**src/rtl/flash_boot_loader_pkg.sv**
```systemverilog
// Shared bus widths, boot-loader state encoding and default image locations.
package flash_boot_loader_pkg;

  localparam int WB_AddrBus   = 32;
  localparam int WB_DataBus   = 32;
  localparam int FlashDataBus = 16;

  localparam logic [WB_AddrBus-1:0] BOOT_FLASH_BASE = 32'h1E00_0000;
  localparam logic [WB_AddrBus-1:0] BOOT_SRAM_BASE  = 32'h0000_0000;

  typedef enum logic [3:0] {
    ST_IDLE   = 4'd0,
    ST_CHECK  = 4'd1,
    ST_RD_LO  = 4'd2,
    ST_GAP_LO = 4'd3,
    ST_RD_HI  = 4'd4,
    ST_GAP_HI = 4'd5,
    ST_WR     = 4'd6,
    ST_GAP_WR = 4'd7,
    ST_DONE   = 4'd8,
    ST_ERROR  = 4'd9
  } boot_state_e;

  // True for the states that hold a bus request open.
  function automatic logic is_request(input boot_state_e s);
    return (s == ST_RD_LO) || (s == ST_RD_HI) || (s == ST_WR);
  endfunction

endpackage

```
**src/rtl/flash_boot_loader_ack_timer.sv**
```systemverilog
// Counts the cycles a bus request has waited for ack and flags expiry on the
// TIMEOUT-th unacknowledged cycle, so the FSM leaves on that same edge.
module boot_ack_timer #(
  parameter int TIMEOUT = 255
) (
  input  logic clk,
  input  logic rst,
  input  logic clr,
  input  logic en,
  output logic expired
);

  localparam logic [15:0] LIMIT_M1 = 16'(TIMEOUT - 1);

  logic [15:0] count_r;

  // Wait-cycle counter; clear takes priority so each request starts from zero.
  always_ff @(posedge clk) begin
    if (rst) begin
      count_r <= 16'd0;
    end else if (clr) begin
      count_r <= 16'd0;
    end else if (en) begin
      count_r <= count_r + 16'd1;
    end else begin
      count_r <= count_r;
    end
  end

  // An ack in the final cycle drops en, so completion beats expiry.
  assign expired = en && (count_r == LIMIT_M1);

endmodule

```
**src/rtl/flash_boot_loader.sv**
```systemverilog
// Post-reset bus master copying a boot image from 16-bit flash into 32-bit
// SRAM, two halfword reads packed per word write; releases the CPU when done.
module flash_boot_loader
  import flash_boot_loader_pkg::*;
#(
  parameter logic [WB_AddrBus-1:0] FLASH_BASE = BOOT_FLASH_BASE,
  parameter logic [WB_AddrBus-1:0] SRAM_BASE  = BOOT_SRAM_BASE,
  parameter int                    WORDS      = 1024,
  parameter int                    TIMEOUT    = 255
) (
  input  logic                  clk,
  input  logic                  rst,
  output logic [WB_AddrBus-1:0] m_addr_o,
  output logic [WB_DataBus-1:0] m_data_o,
  input  logic [WB_DataBus-1:0] m_data_i,
  output logic                  m_select_o,
  output logic                  m_we_o,
  input  logic                  m_ack_i,
  output logic                  boot_done_o,
  output logic                  boot_err_o
);

  localparam int IDX_W = (WORDS > 0) ? $clog2(WORDS + 1) : 1;
  localparam logic [IDX_W-1:0] LAST_IDX = IDX_W'(WORDS);

  boot_state_e             state_r;
  boot_state_e             state_nxt_s;
  logic [IDX_W-1:0]        idx_r;
  logic [IDX_W-1:0]        idx_nxt_s;
  logic [FlashDataBus-1:0] lo_r;
  logic [FlashDataBus-1:0] hi_r;
  logic                    req_s;
  logic                    expired_s;
  logic                    sel_nxt_s;
  logic                    we_nxt_s;
  logic [WB_AddrBus-1:0]   addr_nxt_s;
  logic [WB_DataBus-1:0]   data_nxt_s;
  logic                    done_nxt_s;
  logic                    err_nxt_s;
  logic                    unused_hi_s;

  assign unused_hi_s = ^m_data_i[WB_DataBus-1:FlashDataBus];
  assign req_s       = is_request(state_r);

  function automatic logic [WB_AddrBus-1:0] word_offset(input logic [IDX_W-1:0] idx);
    return WB_AddrBus'(idx) << 2'd2;
  endfunction

  boot_ack_timer #(
    .TIMEOUT (TIMEOUT)
  ) u_ack_timer (
    .clk     (clk),
    .rst     (rst),
    .clr     (!req_s),
    .en      (req_s && !m_ack_i),
    .expired (expired_s)
  );

  // Next-state and word-index logic; ack is only looked at in request states.
  always_comb begin
    state_nxt_s = state_r;
    idx_nxt_s   = idx_r;
    case (state_r)
      ST_IDLE:   state_nxt_s = ST_CHECK;
      ST_CHECK: begin
        if (idx_r == LAST_IDX) state_nxt_s = ST_DONE;
        else                   state_nxt_s = ST_RD_LO;
      end
      ST_RD_LO: begin
        if (m_ack_i)        state_nxt_s = ST_GAP_LO;
        else if (expired_s) state_nxt_s = ST_ERROR;
        else                state_nxt_s = ST_RD_LO;
      end
      ST_GAP_LO: state_nxt_s = ST_RD_HI;
      ST_RD_HI: begin
        if (m_ack_i)        state_nxt_s = ST_GAP_HI;
        else if (expired_s) state_nxt_s = ST_ERROR;
        else                state_nxt_s = ST_RD_HI;
      end
      ST_GAP_HI: state_nxt_s = ST_WR;
      ST_WR: begin
        if (m_ack_i) begin
          idx_nxt_s   = idx_r + IDX_W'(1);
          state_nxt_s = ST_GAP_WR;
        end else if (expired_s) begin
          state_nxt_s = ST_ERROR;
        end else begin
          state_nxt_s = ST_WR;
        end
      end
      ST_GAP_WR: state_nxt_s = ST_CHECK;
      ST_DONE:   state_nxt_s = ST_DONE;
      ST_ERROR:  state_nxt_s = ST_ERROR;
      default:   state_nxt_s = ST_ERROR;
    endcase
  end

  // Output values for the state being entered, so the registered bus signals
  // line up exactly with the state register.
  always_comb begin
    sel_nxt_s  = 1'b0;
    we_nxt_s   = 1'b0;
    addr_nxt_s = 32'h0000_0000;
    data_nxt_s = 32'h0000_0000;
    done_nxt_s = 1'b0;
    err_nxt_s  = 1'b0;
    case (state_nxt_s)
      ST_RD_LO: begin
        sel_nxt_s  = 1'b1;
        addr_nxt_s = FLASH_BASE + word_offset(idx_nxt_s);
      end
      ST_RD_HI: begin
        sel_nxt_s  = 1'b1;
        addr_nxt_s = FLASH_BASE + word_offset(idx_nxt_s) + 32'd2;
      end
      ST_WR: begin
        sel_nxt_s  = 1'b1;
        we_nxt_s   = 1'b1;
        addr_nxt_s = SRAM_BASE + word_offset(idx_nxt_s);
        data_nxt_s = {hi_r, lo_r};
      end
      ST_DONE:  done_nxt_s = 1'b1;
      ST_ERROR: err_nxt_s  = 1'b1;
      default: begin
        sel_nxt_s = 1'b0;
      end
    endcase
  end

  // State, index, halfword latches and registered bus outputs.
  always_ff @(posedge clk) begin
    if (rst) begin
      state_r     <= ST_IDLE;
      idx_r       <= '0;
      lo_r        <= 16'h0000;
      hi_r        <= 16'h0000;
      m_select_o  <= 1'b0;
      m_we_o      <= 1'b0;
      m_addr_o    <= 32'h0000_0000;
      m_data_o    <= 32'h0000_0000;
      boot_done_o <= 1'b0;
      boot_err_o  <= 1'b0;
    end else begin
      state_r <= state_nxt_s;
      idx_r   <= idx_nxt_s;
      if ((state_r == ST_RD_LO) && m_ack_i) lo_r <= m_data_i[FlashDataBus-1:0];
      if ((state_r == ST_RD_HI) && m_ack_i) hi_r <= m_data_i[FlashDataBus-1:0];
      m_select_o  <= sel_nxt_s;
      m_we_o      <= we_nxt_s;
      m_addr_o    <= addr_nxt_s;
      m_data_o    <= data_nxt_s;
      boot_done_o <= done_nxt_s;
      boot_err_o  <= err_nxt_s;
    end
  end

endmodule

```
**config.mk**
```make
export PLATFORM = sky130hd
export DESIGN_NAME = flash_boot_loader
export DESIGN_NICKNAME = d
export VERILOG_FILES = /design/src/rtl/flash_boot_loader_pkg.sv /design/src/rtl/flash_boot_loader_ack_timer.sv /design/src/rtl/flash_boot_loader.sv
export SDC_FILE = /design/constraint.sdc
export NUM_CORES = 1
export LEC_CHECK = 0
export ABC_AREA = 1
export BUFFER_PORTS_ARGS = -buffer_cell sky130_fd_sc_hd__clkbuf_2
export CAP_MARGIN = 20
export CORE_MARGIN = 5
export CORE_UTILIZATION = 53
export CTS_CLUSTER_SIZE = 10
export DETAILED_ROUTE_END_ITERATION = 6
export GPL_TIMING_DRIVEN = 0
export PLACE_DENSITY = 0.85
export SYNTH_ARGS = -nofsm -noshare
export SYNTH_HDL_FRONTEND = slang
export SYNTH_SLANG_ARGS = --single-unit
export TNS_END_PERCENT = 5
```
**constraint.sdc**
```tcl
create_clock -name clk -period 2.3 [get_ports clk]
set_input_delay 0.46 -clock clk [delete_from_list [all_inputs] [get_ports clk]]
set_output_delay 0.46 -clock clk [all_outputs]
set_load 0.01 [all_outputs]
```
==> flow_metrics.tcl <==
set metrics [dict create \
    synthArstFlopShare_pct 0 \
    synth_edf_count 0 \
    regToRegEndpoint "m_data_o[5]$_SDFF_PP0_" \
    slew_viol_final 0 \
    final_cell_mix "dfxtp_1 (112), inv_1 (70), clkbuf_2 (69)" \
    n_antenna_cell 0 \
    relSlewSlack_pct 65.0 \
    hp-class "primary input to flip-flop" \
    post_cts_buffers 0 \
    place_congestion 0.894 \
    swShare_pct 33.8 \
    worst_slew_pin_slew_ns 0.526 \
    finalHoldViolations 0 \
    cts_tree "done" \
    fp.coreArea_sq_mm 0.00826 \
    nets 679 \
    initial_utilization_pct 54.9 \
    syn_avg_cell_area_sq_um 8.32 \
    cp.required_ns 2.62 \
    grt_max_degree 22 \
    reg2reg_depth 14 \
    grt.total_usage_pct 17.6 \
    synth-simple-area-share_pct 24.8 \
    p_int_mw 2.82 \
    final-setup-viol-count 0 \
    overflow 0 \
    yosys_warnings 0 \
    comb_power_share_pct 22.6 \
    h-tree-depth 3 \
    numCtsBuffers 9 \
    fin_crit_ns 1.93 \
    cp-endpoint "m_data_o[5]$_SDFF_PP0_" \
    status "finished clean" \
    p_leak_nw 2.23 \
    powerDensity_mw_per_mm2 809 \
    power_frac_clock_pct 26.7 \
    finalWirelength_microns 9050 \
    grt_pass1_vias 3384 \
    clk_pin_slew_worst_paths_ns 0.11 \
    synth_cells 545 \
    area_growth_pct 16.0 \
    wl_per_cell_microns 12.1 \
    r2r_setup_slack_ns 0.37 \
    r2r-start "idx_r[0]$_SDFF_PP0_" \
    cp-end-kind "flip-flop" \
    cts_root_buf "clkbuf_8" \
    ant_nets 0 \
    max_freq_ghz 0.517 \
    netlist_area_sq_mm 0.00453 \
    dr.pass1.iters 5 \
    synth_compound_area_share_pct 10.8 \
    ys_seq_area_share_pct 49.5 \
    fin_tns_setup_ns 0 \
    p_seq_share_pct 50.8 \
    ys.flop_type "dfxtp_1" \
    netlist.area_leader.share_pct 49.5 \
    synth_top_family_by_area "simple AND/OR/NAND/NOR gates" \
    clkLatencyLatePin_ns 0.37 \
    post_cts_resized 0 \
    power_switching_mw 1.44 \
    clock_tree.buffer_depth 2 \
    ys_ff_latch 112 \
    antenna_found_initial 0 \
    synth.distinct_cells 31 \
    die_w_microns 102 \
    path_class "flip-flop to flip-flop" \
    final_common_cell "dfxtp_1" \
    drv_cap 0 \
    hold_start "m_data_i[7]" \
    layout-drive-gt1-share_pct 25.4 \
    ios 103 \
    vias_per_cell 4.87 \
    die_h_microns 102 \
    fin_worst_skew_ns 0.0117 \
    synth_xor_area_share_pct 1.74 \
    drc_errors 0 \
    period_share_pct 84.0 \
    cts.sinks 112 \
    place_hpwl_microns 6950 \
    drt_iter0_markers 203 \
    critPathArrivalTime_ns 2.25 \
    num_rows 33 \
    critPathMaxFanout 10 \
    p_total_mw 4.25 \
    rsz0062_at_grt "false" \
    grt_pass1_wl_microns 15000 \
    worst_ir_drop_vdd_uv 562 \
    port_buffers 69 \
    synth-adder-area-share_pct 1.10 \
    dr_total_vias 3651 \
    post_synth_mux_area_share_pct 0 \
    setup.worst_path.start_class "flip-flop" \
    startpoint "idx_r[0]$_SDFF_PP0_" \
    die_area_sq_mm 0.0105 \
    synth_top_area_cell "dfxtp_1" \
    holdBufCountCts 0 \
    synth.area.top_cells "dfxtp_1 (49%), inv_1 (5.8%), nor2_4 (5.5%), nand2_1 (5.2%), a21oi_1 (5.2%)" \
]
[worst min-delay path by stage]
stage / to / slack, ns / depth (start not counted)
2_1_floorplan: m_data_o[0]$_SDFF_PP0_ / 0.42 / 2
3_3_place_gp: m_data_o[2]$_SDFF_PP0_ / 0.43 / 2
3_5_place_dp: m_data_o[1]$_SDFF_PP0_ / 0.44 / 2
4_1_cts: hi_r[7]$_SDFFE_PP0P_ / 0.37 / 3
5_1_grt: hi_r[15]$_SDFFE_PP0P_ / 0.39 / 3
6_report: hi_r[7]$_SDFFE_PP0P_ / 0.38 / 3
[flip-flops by register name (all words and copies together) (netlist names), 4 cells and up]
name and count:
state_r 4, m_addr_o 13, hi_r 16, u_ack_timer.count_r 16, m_data_o 32, lo_r 16, idx_r 11
[stage by stage]
step	setup slack, ns	cell area [sq um]	instances	utilization, %	hold slack [ns]
global placement	0.340	5070	734	61.3	0.432
CTS	0.364	5260	750	63.7	0.370
floorplan	0.658	4590	560	-	0.416
finish	0.367	5260	750	63.7	0.379
global route	0.214	5260	750	63.7	0.389
detailed placement	0.269	5070	734	61.3	0.436
[power groups by stage]
stage | sequential (mW) | combinational (mW) | clock (mW)
after floorplan | 2.19 | 0.740 | 0
after global routing | 2.17 | 1.07 | 1.24
after CTS | 2.16 | 0.965 | 1.15
final | 2.16 | 0.961 | 1.13
after detailed placement | 2.20 | 0.959 | 0
after global placement | 2.19 | 0.925 | 0
[layout make-up]
cell class / count / area, sq um
plain buffers: 38 / 258
fillers: 717 / 3000
clock buffers: 9 / 124
clock inverters: 7 / 68.8
inverters: 76 / 285
well taps: 105 / 131
flip-flops and latches: 112 / 2240
repair buffers: 69 / 345
multi-input cells: 334 / 1800
[cells in the mapped netlist (5+ instances only)]
master and count:
dfxtp_1 112, inv_1 70, nand2_1 63, nor2_1 52
a21oi_1 47, o21ai_0 45, nor2_4 22, nand3_1 20
buf_4 19, nor3_1 17, nor2_2 16, clkbuf_1 12
xor2_1 7, nand4_1 6, inv_2 5, nand2_4 5
[cell families after synthesis]
family                   count (synthesis)
AND/OR/NAND/NOR                        210
buffers and inverters                  114
flip-flops                             112
AO/OA/AOI/OAI                           95
XOR/XNOR                                 9
adder cells (fa/ha/maj)                  4
other                                    1
[layer usage]
metal | vias to the layer above | part of all wire [%] | global-route usage (%)
met4 | 0 | 0.78 | 4.74
met1 | 1664 | 43 | 21.3
met5 | - | 0 | 0
met3 | 9 | 7.3 | 4.23
met2 | 115 | 49 | 31.1
li1 | 1863 | - | -
[critical path, stage by stage, from the launching register on]
cell and delay (ns):
dfxtp_1 0.45, inv_1 0.08, ha_1 0.20, inv_1 0.05, nor2_1 0.03, nand3_1 0.08, nor2_1 0.05, nand2_1 0.05
nand2_1 0.08, nor2_4 0.12, nand3_2 0.13, nor2_4 0.16, nand2_4 0.11, buf_12 0.18, nor2_2 0.08
Power figures use the tool's default switching activity.
